**config.mk**
```make
export PLATFORM = sky130hd
export DESIGN_NAME = rf_write_arbiter_flat
export DESIGN_NICKNAME = d
export VERILOG_FILES = /design/src/rtl/cpu_pkg.sv /design/src/rtl/rf_write_arbiter_if.sv /design/src/rtl/rf_result_fifo.sv /design/src/rtl/rf_write_arbiter.sv /design/src/flat_wrapper.sv
export SDC_FILE = /design/constraint.sdc
export NUM_CORES = 1
export LEC_CHECK = 0
export BUFFER_PORTS_ARGS = -buffer_cell sky130_fd_sc_hd__buf_4
export CAP_MARGIN = 0
export CORE_UTILIZATION = 51
export DETAILED_ROUTE_END_ITERATION = 8
export GPL_ROUTABILITY_DRIVEN = 0
export PLACE_DENSITY = 0.77
export SYNTH_ARGS = -nofsm -noshare
export SYNTH_HDL_FRONTEND = slang
export SYNTH_HIERARCHICAL = 1
export SYNTH_SLANG_ARGS = --single-unit
export TNS_END_PERCENT = 5
```
**constraint.sdc**
```tcl
create_clock -name clk -period 7.83 [get_ports clk]
set_clock_uncertainty 0.2 [all_clocks]
set_input_delay 1.566 -clock clk [delete_from_list [all_inputs] [get_ports clk]]
set_output_delay 1.566 -clock clk [all_outputs]
set_load 0.02 [all_outputs]
```
**src/rtl/cpu_pkg.sv**
```systemverilog
// Shared register-file types: address/data widths and the buffered mul/div result entry.
package cpu_pkg;
  localparam int REG_ADDR_W = 5;
  localparam int DATA_W     = 32;
  localparam int NUM_REGS   = 32;

  typedef logic [REG_ADDR_W-1:0] reg_addr_t;
  typedef logic [DATA_W-1:0]     data_t;

  typedef struct packed {
    reg_addr_t addr;
    data_t     data;
  } md_entry_t;
endpackage

```
**src/rtl/rf_write_arbiter_if.sv**
```systemverilog
// Bundle of the WB, mul/div, decode-hazard and RegFile write-port signals around the arbiter.
interface rf_write_arbiter_if;
  import cpu_pkg::*;

  logic                wb_we;
  reg_addr_t           wb_addr;
  data_t               wb_data;
  logic                md_valid;
  logic                md_ready;
  reg_addr_t           md_addr;
  data_t               md_data;
  logic                md_issue;
  reg_addr_t           md_issue_addr;
  reg_addr_t           rs_addr;
  reg_addr_t           rt_addr;
  logic                stall;
  logic                wb_hold;
  logic [NUM_REGS-1:0] busy_vec;
  logic                rf_we;
  reg_addr_t           rf_waddr;
  data_t               rf_wdata;

  modport master (
    output wb_we, wb_addr, wb_data, md_valid, md_addr, md_data,
           md_issue, md_issue_addr, rs_addr, rt_addr,
    input  md_ready, stall, wb_hold, busy_vec, rf_we, rf_waddr, rf_wdata
  );

  modport slave (
    input  wb_we, wb_addr, wb_data, md_valid, md_addr, md_data,
           md_issue, md_issue_addr, rs_addr, rt_addr,
    output md_ready, stall, wb_hold, busy_vec, rf_we, rf_waddr, rf_wdata
  );
endinterface

```
**src/rtl/rf_result_fifo.sv**
```systemverilog
// Small power-of-two FIFO holding mul/div results until the write port is free.
module rf_result_fifo
  import cpu_pkg::*;
#(
  parameter int DEPTH = 2
) (
  input  logic                   clk,
  input  logic                   rst_n,
  input  logic                   push,
  input  md_entry_t              push_entry,
  input  logic                   pop,
  output md_entry_t              head,
  output logic [$clog2(DEPTH):0] count,
  output logic                   full,
  output logic                   empty
);
  localparam int               PTR_W    = $clog2(DEPTH);
  localparam logic [PTR_W:0]   FULL_CNT = (PTR_W+1)'(DEPTH);

  md_entry_t        mem [DEPTH];
  logic [PTR_W-1:0] rd_ptr;
  logic [PTR_W-1:0] wr_ptr;
  logic             do_pop;
  logic             do_push;

  assign empty   = (count == '0);
  assign full    = (count == FULL_CNT);
  assign head    = mem[rd_ptr];
  assign do_pop  = pop && !empty;
  // A full FIFO still takes a push when the head leaves in the same cycle.
  assign do_push = push && (!full || do_pop);

  // NOTE: storage carries no reset; an entry is only ever read after it has been written.
  always_ff @(posedge clk) begin
    if (do_push) mem[wr_ptr] <= push_entry;
  end

  // NOTE: state uses non-blocking assignments so every register samples pre-edge values.
  always_ff @(posedge clk or negedge rst_n) begin
    if (!rst_n) begin
      rd_ptr <= '0;
      wr_ptr <= '0;
      count  <= '0;
    end else begin
      if (do_push) wr_ptr <= wr_ptr + 1'b1;
      if (do_pop)  rd_ptr <= rd_ptr + 1'b1;
      unique case ({do_push, do_pop})
        2'b10:   count <= count + 1'b1;
        2'b01:   count <= count - 1'b1;
        default: ;
      endcase
    end
  end
endmodule

```
**src/rtl/rf_write_arbiter.sv**
```systemverilog
// Register-file write-port arbiter: WB has priority, mul/div results drain from a FIFO,
// a starvation counter forces a drain, and a busy scoreboard raises decode stalls.
module rf_write_arbiter
  import cpu_pkg::*;
#(
  parameter int DEPTH        = 2,
  parameter int STARVE_LIMIT = 4
) (
  input logic               clk,
  input logic               rst_n,
  rf_write_arbiter_if.slave bus
);
  localparam int                  SW         = $clog2(STARVE_LIMIT + 1);
  localparam logic [SW-1:0]       STARVE_MAX = SW'(STARVE_LIMIT);
  localparam logic [NUM_REGS-1:0] R0_MASK    = NUM_REGS'(1);

  md_entry_t                head;
  logic [$clog2(DEPTH):0]   fifo_count;
  logic                     fifo_full;
  logic                     fifo_empty;
  logic                     grant_md;
  logic                     grant_wb;
  logic                     push;
  logic [SW-1:0]            starve_cnt;
  logic [NUM_REGS-1:0]      busy;
  logic [NUM_REGS-1:0]      set_mask;
  logic [NUM_REGS-1:0]      clr_mask;
  logic                     rf_we_q;
  reg_addr_t                rf_waddr_q;
  data_t                    rf_wdata_q;

  assign bus.wb_hold  = (starve_cnt == STARVE_MAX);
  assign bus.md_ready = (fifo_count < ($clog2(DEPTH)+1)'(DEPTH));
  assign bus.busy_vec = busy;
  assign bus.stall    = busy[bus.rs_addr] | busy[bus.rt_addr];
  assign bus.rf_we    = rf_we_q;
  assign bus.rf_waddr = rf_waddr_q;
  assign bus.rf_wdata = rf_wdata_q;

  // A held pipeline cedes the port to the FIFO head; a WB request under hold is dropped.
  assign grant_md = !fifo_empty && (bus.wb_hold || !bus.wb_we);
  assign grant_wb = bus.wb_we && !bus.wb_hold && !grant_md;
  assign push     = bus.md_valid && (!fifo_full || grant_md);

  rf_result_fifo #(.DEPTH(DEPTH)) u_fifo (
    .clk        (clk),
    .rst_n      (rst_n),
    .push       (push),
    .push_entry ('{addr: bus.md_addr, data: bus.md_data}),
    .pop        (grant_md),
    .head       (head),
    .count      (fifo_count),
    .full       (fifo_full),
    .empty      (fifo_empty)
  );

  always_ff @(posedge clk or negedge rst_n) begin
    if (!rst_n) begin
      starve_cnt <= '0;
    end else if (fifo_empty || grant_md) begin
      starve_cnt <= '0;
    end else if (grant_wb && starve_cnt != STARVE_MAX) begin
      starve_cnt <= starve_cnt + 1'b1;
    end
  end

  // NOTE: every always_comb output gets a default first so no latch is inferred.
  always_comb begin
    set_mask = '0;
    clr_mask = '0;
    if (bus.md_issue) set_mask[bus.md_issue_addr] = 1'b1;
    if (grant_md)     clr_mask[head.addr]         = 1'b1;
  end

  // Set is applied after clear so a same-cycle reissue keeps the register busy.
  always_ff @(posedge clk or negedge rst_n) begin
    if (!rst_n) busy <= '0;
    else        busy <= ((busy & ~clr_mask) | set_mask) & ~R0_MASK;
  end

  always_ff @(posedge clk or negedge rst_n) begin
    if (!rst_n) begin
      rf_we_q    <= 1'b0;
      rf_waddr_q <= '0;
      rf_wdata_q <= '0;
    end else if (grant_md) begin
      rf_we_q    <= (head.addr != '0);
      rf_waddr_q <= head.addr;
      rf_wdata_q <= head.data;
    end else if (grant_wb) begin
      rf_we_q    <= (bus.wb_addr != '0);
      rf_waddr_q <= bus.wb_addr;
      rf_wdata_q <= bus.wb_data;
    end else begin
      rf_we_q    <= 1'b0;
    end
  end
endmodule
```
**src/flat_wrapper.sv**
```systemverilog
// flat-port wrapper written by rule: the top's interface ports become plain ports
module rf_write_arbiter_flat import cpu_pkg::*;
#(
  parameter int DEPTH        = 2,
  parameter int STARVE_LIMIT = 4
)
  (clk, rst_n, bus_wb_we, bus_wb_addr, bus_wb_data, bus_md_valid, bus_md_addr, bus_md_data, bus_md_issue, bus_md_issue_addr, bus_rs_addr, bus_rt_addr, bus_md_ready, bus_stall, bus_wb_hold, bus_busy_vec, bus_rf_we, bus_rf_waddr, bus_rf_wdata);
  rf_write_arbiter_if bus_i ();
  input logic clk;
  input logic rst_n;
  input wire logic [$bits(bus_i.wb_we)-1:0] bus_wb_we;
  input wire logic [$bits(bus_i.wb_addr)-1:0] bus_wb_addr;
  input wire logic [$bits(bus_i.wb_data)-1:0] bus_wb_data;
  input wire logic [$bits(bus_i.md_valid)-1:0] bus_md_valid;
  input wire logic [$bits(bus_i.md_addr)-1:0] bus_md_addr;
  input wire logic [$bits(bus_i.md_data)-1:0] bus_md_data;
  input wire logic [$bits(bus_i.md_issue)-1:0] bus_md_issue;
  input wire logic [$bits(bus_i.md_issue_addr)-1:0] bus_md_issue_addr;
  input wire logic [$bits(bus_i.rs_addr)-1:0] bus_rs_addr;
  input wire logic [$bits(bus_i.rt_addr)-1:0] bus_rt_addr;
  output wire logic [$bits(bus_i.md_ready)-1:0] bus_md_ready;
  output wire logic [$bits(bus_i.stall)-1:0] bus_stall;
  output wire logic [$bits(bus_i.wb_hold)-1:0] bus_wb_hold;
  output wire logic [$bits(bus_i.busy_vec)-1:0] bus_busy_vec;
  output wire logic [$bits(bus_i.rf_we)-1:0] bus_rf_we;
  output wire logic [$bits(bus_i.rf_waddr)-1:0] bus_rf_waddr;
  output wire logic [$bits(bus_i.rf_wdata)-1:0] bus_rf_wdata;
  assign bus_i.wb_we = bus_wb_we;
  assign bus_i.wb_addr = bus_wb_addr;
  assign bus_i.wb_data = bus_wb_data;
  assign bus_i.md_valid = bus_md_valid;
  assign bus_i.md_addr = bus_md_addr;
  assign bus_i.md_data = bus_md_data;
  assign bus_i.md_issue = bus_md_issue;
  assign bus_i.md_issue_addr = bus_md_issue_addr;
  assign bus_i.rs_addr = bus_rs_addr;
  assign bus_i.rt_addr = bus_rt_addr;
  assign bus_md_ready = bus_i.md_ready;
  assign bus_stall = bus_i.stall;
  assign bus_wb_hold = bus_i.wb_hold;
  assign bus_busy_vec = bus_i.busy_vec;
  assign bus_rf_we = bus_i.rf_we;
  assign bus_rf_waddr = bus_i.rf_waddr;
  assign bus_rf_wdata = bus_i.rf_wdata;
  rf_write_arbiter #(.DEPTH(DEPTH), .STARVE_LIMIT(STARVE_LIMIT)) u_core (.clk(clk), .rst_n(rst_n), .bus(bus_i));
endmodule
```
=== After elaboration in Yosys (flattened, before gate mapping) ===
Memories as Yosys holds them, arrays and structs flattened.
Index checks and enable logic that the tools add are counted.

* Bits in registers: 76
* Bits in latches: 0
* Bits in writable memories: 74
* Bits in read-only memories: 0
* Input port bits: 94
* Word-level logic and storage cells: 75
* Memories kept: 1

{| class="wikitable"
|+ Memory list
! name !! depth !! width !! read ports !! clocked after memory_dff !! wr ports !! RTL line !! source
|-
| u_core.u_fifo.mem || 2 || 37 || 1 || 0 || 1 || rf_result_fifo.sv:20 || <nowiki>md_entry_t mem [DEPTH];</nowiki>
|}

* $add $sub $neg: 5
* $mul: 0
* Div/mod/pow operators: 0
* $lt $le $gt $ge: 7
* Equality and inequality tests: 5
* Shift operators: 0
* Multiplexer cells: 21
* Bitwise gates (word level): 4
* Reduce and logical (&&, ||, !) cells: 24

{| class="wikitable"
|+ Operators by type and width
! cell !! count
|-
| 32-bit 2-to-1 mux || 4
|-
| 32-bit bitwise AND || 1
|-
| 32-bit NOT || 1
|-
| 32-bit OR || 1
|-
| 5-bit by 6-bit < comparator with 1-bit output (second input constant) || 4
|-
| 1-bit binary-select mux with 5-bit select || 2
|-
| 1-bit demux with 5-bit select || 2
|-
| 5-bit by 1-bit greater-or-equal comparator with 1-bit output (second input constant) || 2
|-
| 5-bit 2-to-1 mux || 2
|-
| 5-bit nonzero test || 2
|-
| 1-bit logical AND || 9
|-
| 1-bit 2-to-1 mux || 8
|-
| 3-bit 2-to-1 mux || 2
|-
| 2-bit nonzero test || 3
|-
| 1-bit logical NOT || 5
|-
| 2-bit equality test (second input constant) || 2
|-
| 1-bit logical OR || 4
|-
| 2-bit one-hot mux with 2 select lines || 1
|-
| 3-bit by 1-bit adder with 3-bit output (second input constant) || 1
|-
| 3-bit equality test (second input constant) || 1
|-
| 3-bit inequality test (second input constant) || 1
|-
| 1-bit adder (second input constant) || 2
|-
| 2-bit by 1-bit adder with 2-bit output (second input constant) || 1
|-
| 2-bit by 1-bit equality test with 1-bit output (second input constant) || 1
|-
| 4 further kinds || 4
|}

=== Longest topological paths before layout ===
An unclocked memory read counts as a cell.

* Depth in word-level cells: 9
* Gate-level depth with buffers: 9
* Mapped depth without buffers: 8

=== Modules after synthesis ===
Netlist, hierarchy kept.

{| class="wikitable"
|+ By module, submodules not included
! module !! instances !! cells an instance !! area each (um2) !! sequential area each (um2)
|-
| rf_write_arbiter || 1 || 367 || 3777.4 || 1801.7
|-
| rf_result_fifo || 1 || 139 || 2886.5 || 2322.2
|}

=== Worst setup path after synthesis ===
Ideal clock, no wire load.

* Path type: input -> output
* Start point: input port bus_rt_addr[1]
* End point: output port bus_stall
* Arrival time: 2886 ps
* Data required time: 6064 ps
* Path slack: 3178 ps
* Cell stages on the path: 6
* Path buffers: 1
* Cell sequence: clkbuf_1 > mux4_2 > mux2i_1 > nor3b_1 > a31oi_1 > o211ai_1

* Longest elaborated chain between the ends: 3

{| class="wikitable"
|+ Ends and longest elaborated chain
! element !! RTL line !! source
|-
| start, declared || flat_wrapper.sv:20 || <nowiki>input wire logic [$bits(bus_i.rt_addr)-1:0] bus_rt_addr;</nowiki>
|-
| 1-bit binary-select mux with 5-bit select || rf_write_arbiter.sv:35 || <nowiki>assign bus.stall = busy[bus.rs_addr] | busy[bus.rt_addr];</nowiki>
|-
| 1-bit 2-to-1 mux (implied by the code) || rf_write_arbiter.sv:35 ||
|-
| 1-bit OR || rf_write_arbiter.sv:35 ||
|-
| end, declared || flat_wrapper.sv:22 || <nowiki>output wire logic [$bits(bus_i.stall)-1:0] bus_stall;</nowiki>
|}

No other way between the ends. The select of a mux whose other input is x is not followed.

=== Worst setup path in the final report ===
* Start point: input port bus_rt_addr[0]
* End point: output port bus_stall

The elaborated chain is that of the path after synthesis.

==> results by group <==
Layout
  • Filler instances: roughly 940
  • Non-filler cells in the finished layout: ~850
  • Sequential Area: 4130 um2
  • Multi-input gate area: between 2000 and 2500 um2
  • Area Growth Syn to Fin: 28.5%
  • Layout cells sized above 1: 0.368
  • Nets@finish: 759
  • Ant diodes: 0

Clocking
  • Skew-Pair Late Insertion Delay: ~0.4 ns
  • H-tree depth: 4
  • CTS tree: built
  • Clock Tree Root: clkbuf_16
  • Hold Buf Count CTS: 0
  • Post-CTS Setup Bufs: 0
  • CTS Buf Count: 17
  • Clk slew on worst S/H paths: about 0.05 ns
  • Max clock buf depth: 2
  • Sink Count: 150
  • Resized Gates After CTS: 0

Timing
  • Fin Setup TNS: 0 ns
  • Max-slew headroom: 0.264
  • Unrepaired setup endpoints after global routing: no
  • Final Max Slew Viols: 0
  • Maximum clock rate: roughly 210 MHz
  • Setup WS post-layout: a little over 3 ns
  • Final Hold Fails: 0
  • Final period util: 0.613
  • Final min period: a little under 5 ns
  • Setup violators final: 0
  • Worst-margin pin slew: around 1.1 ns

Setup path
  • Delay-heaviest family, CP: multiplexers
  • Reg2reg start: u_core/starve_cnt[0]
  • Setup crit end kind: output port
  • CP Buf/Inv Count: 2
  • Critical path type: in -> out
  • Slowest stage delay, CP: ~0.60 ns
  • CP startpoint: bus_rt_addr[0]
  • CP required: roughly 6 ns
  • Worst path arrival time: just over 3 ns
  • CP most frequent cell: buf_4
  • CP max FO: 9
  • Critical path's slowest cell: mux4_1
  • Worst-path cell chain: buf_4 > mux4_1 > mux2_2 > a31oi_1 > o211ai_1 > buf_4
  • Startpoint Class: input port

Synth
  • Synth top area share: 0.333
  • Count leader, synth: o21ai_0
  • Synthesized cell area: roughly 6700 um2
  • Distinct cells, synth: 43
  • Syn Nets: ~600
  • Top FF cell, synth: dfrtp_1
  • Area contributors post-synth: edfxtp_1 (33%), dfrtp_1 (29%), o21ai_0 (7.5%)
  • Synth area leader: edfxtp_1
  • Commonest cells in the netlist: o21ai_0 (100), dfrtp_1 (76), edfxtp_1 (74)
  • Synthesized area per cell: between 10 and 15 um2
  • Post-synth EDFFs: 74
  • Post-Synthesis Cells: roughly 510
  • Synth Register Bits: 150
  • Fraction of registers with async set/reset: 0.507
  • Sequential share of the synthesized area: 0.619
  • Yosys synthesis warning count: 6

Power and ir drop
  • Power Density: about 380 nW/um2
  • Pint: between 2000 and 2500 uW
  • VDD IR-drop max: approximately 0.21 mV
  • Leakage: between 0.003 and 0.004 uW
  • Tot Pwr: around 3300 uW
  • P_sw: roughly 1100 uW
  • Combinational Power Share: 0.366
  • Switching fraction of total power: 0.347
  • Clock Power Share: 0.230
  • Sequential power share: 0.404

Hold path
  • Hold_sp: u_core/starve_cnt[0]
  • HP Class: reg -> reg

Drt
  • DRC viols: 0
  • Vias/cell: about 5.6
  • Final WL: around 16 mm
  • Detail Route Antenna Nets: 0
  • DR vias: approximately 4.8k
  • Wire per inst: between 15 and 20 um
  • DRT Pass-1 Iters: 5
  • Initial DRC count: between 300 and 400

Global routing
  • Initial antenna violation count: 0
  • Tot GR Track Use: 0.241
  • M2 GR Usage: 0.398
  • M1 GR Usage: 0.302
  • Global route hottest layer: met2
  • Number of global-route vias before repair: slightly below 5k
  • First-pass GRT wire length: around 24 mm
  • Largest net degree at the start of global routing: a little over 80
  • Grt ovf: 0
  • GRT met3 Usage: 0.0763

Placement
  • HPWL after DPL: around 11 mm
  • Number of port buffers: around 170
  • Dpl ws: ~3.1 ns
  • Dpl cells: 816

Floorplanning
  • Initial Utilization: 0.526
  • Row cnt: 41
  • Total die area: between 10000 and 15000 um2
  • Die Wd: about 120 um
  • Die height: 116 um
  • Core area: 12700 um2
  • IO Pins: 167

Run
  • MaxCap Viol Count: 0

Status
  • Status: complete, no violations
layout by cell type (no fill, tap or decap), types with 4 or more instances in the layout:
| cell | instances |
|---|---|
| inv_1 | 7 |
| mux2i_1 | 42 |
| edfxtp_1 | 74 |
| dfrtp_1 | 75 |
| mux4_1 | 4 |
| mux2_2 | 40 |
| o211ai_1 | 5 |
| nor2_1 | 8 |
| nand3_1 | 4 |
| clkbuf_1 | 8 |
| or3_1 | 4 |
| nand2_1 | 46 |
| nand3b_1 | 8 |
| mux4_2 | 9 |
| or3b_2 | 4 |
| clkbuf_16 | 17 |
| a21oi_1 | 8 |
| nand2b_1 | 5 |
| o21ai_0 | 100 |
| nor3_1 | 4 |
| buf_4 | 167 |
through the flow:
step	hold WS (ns)	util	instance area, um2
finish	0.280	0.676	8560
global placement	0.253	0.633	8020
global route	0.317	0.676	8560
floorplan	0.241	-	6660
detailed placement	0.285	0.633	8020
CTS	0.290	0.676	8560
power groups by stage:
stage	sequential [uW]	combinational, uW	clock (uW)
2_1_floorplan	1410	626	0
3_3_place_gp	1310	1160	0
3_5_place_dp	1330	1190	0
4_1_cts	1320	1200	765
5_1_grt	1350	1290	799
6_report	1320	1200	751
metal layers:
metal / share of wire / routed length, um / vias to the layer above
li1: - / - / 2190
met1: 0.41 / 6330 / 2337
met2: 0.49 / 7640 / 228
met3: 0.089 / 1380 / 18
met4: 0.012 / 191 / 0
met5: 0 / 0 / -
path summary, 6_finish.rpt:
kind                                            end  slack, ns  cells after the start
min in group asynchronous    u_core/bus.rf_wdata[5]       1.11                      1
max in group asynchronous      u_core/u_fifo/rd_ptr       5.59                      1
min                            u_core/starve_cnt[0]       0.28                      1
min reg2reg                    u_core/starve_cnt[0]       0.28                      1
max reg2reg                u_core/u_fifo/mem[0][35]       4.42                      8
max                                       bus_stall       3.03                      6
flip-flops by register name, summed over array words and instances, names as in the netlist:
register,count
u_core/bus.busy_vec,31
u_core/bus.rf_waddr,5
u_core/u_fifo/mem,74
u_core/u_fifo/rd_ptr,1
u_core/starve_cnt,3
u_core/bus.rf_wdata,32
u_core/u_fifo/count,2
u_core/u_fifo/wr_ptr,1
u_core/bus.rf_we,1
cell type report:
cell class	count	area share
tap	172	0.0251
inverter	7	0.00307
clock inverter	6	0.00891
timing repair buffer	167	0.146
multi-input combinational	320	0.280
clock buffer	26	0.0548
sequential	150	0.482
kinds of logic (layout without fill, tap and decap cells):
group	count (synthesis)	count (layout)	synth area share
flip-flops	150	150	0.619
buffers and inverters	36	206	0.0252
XOR/XNOR	4	4	0.00526
AO/OA/AOI/OAI	120	120	0.0946
other	1	1	0.000563
AND/OR/NAND/NOR	98	98	0.0749
adder cells (fa/ha/maj)	2	2	0.00375
multiplexers	95	95	0.177
Power figures use the tool's default switching activity.
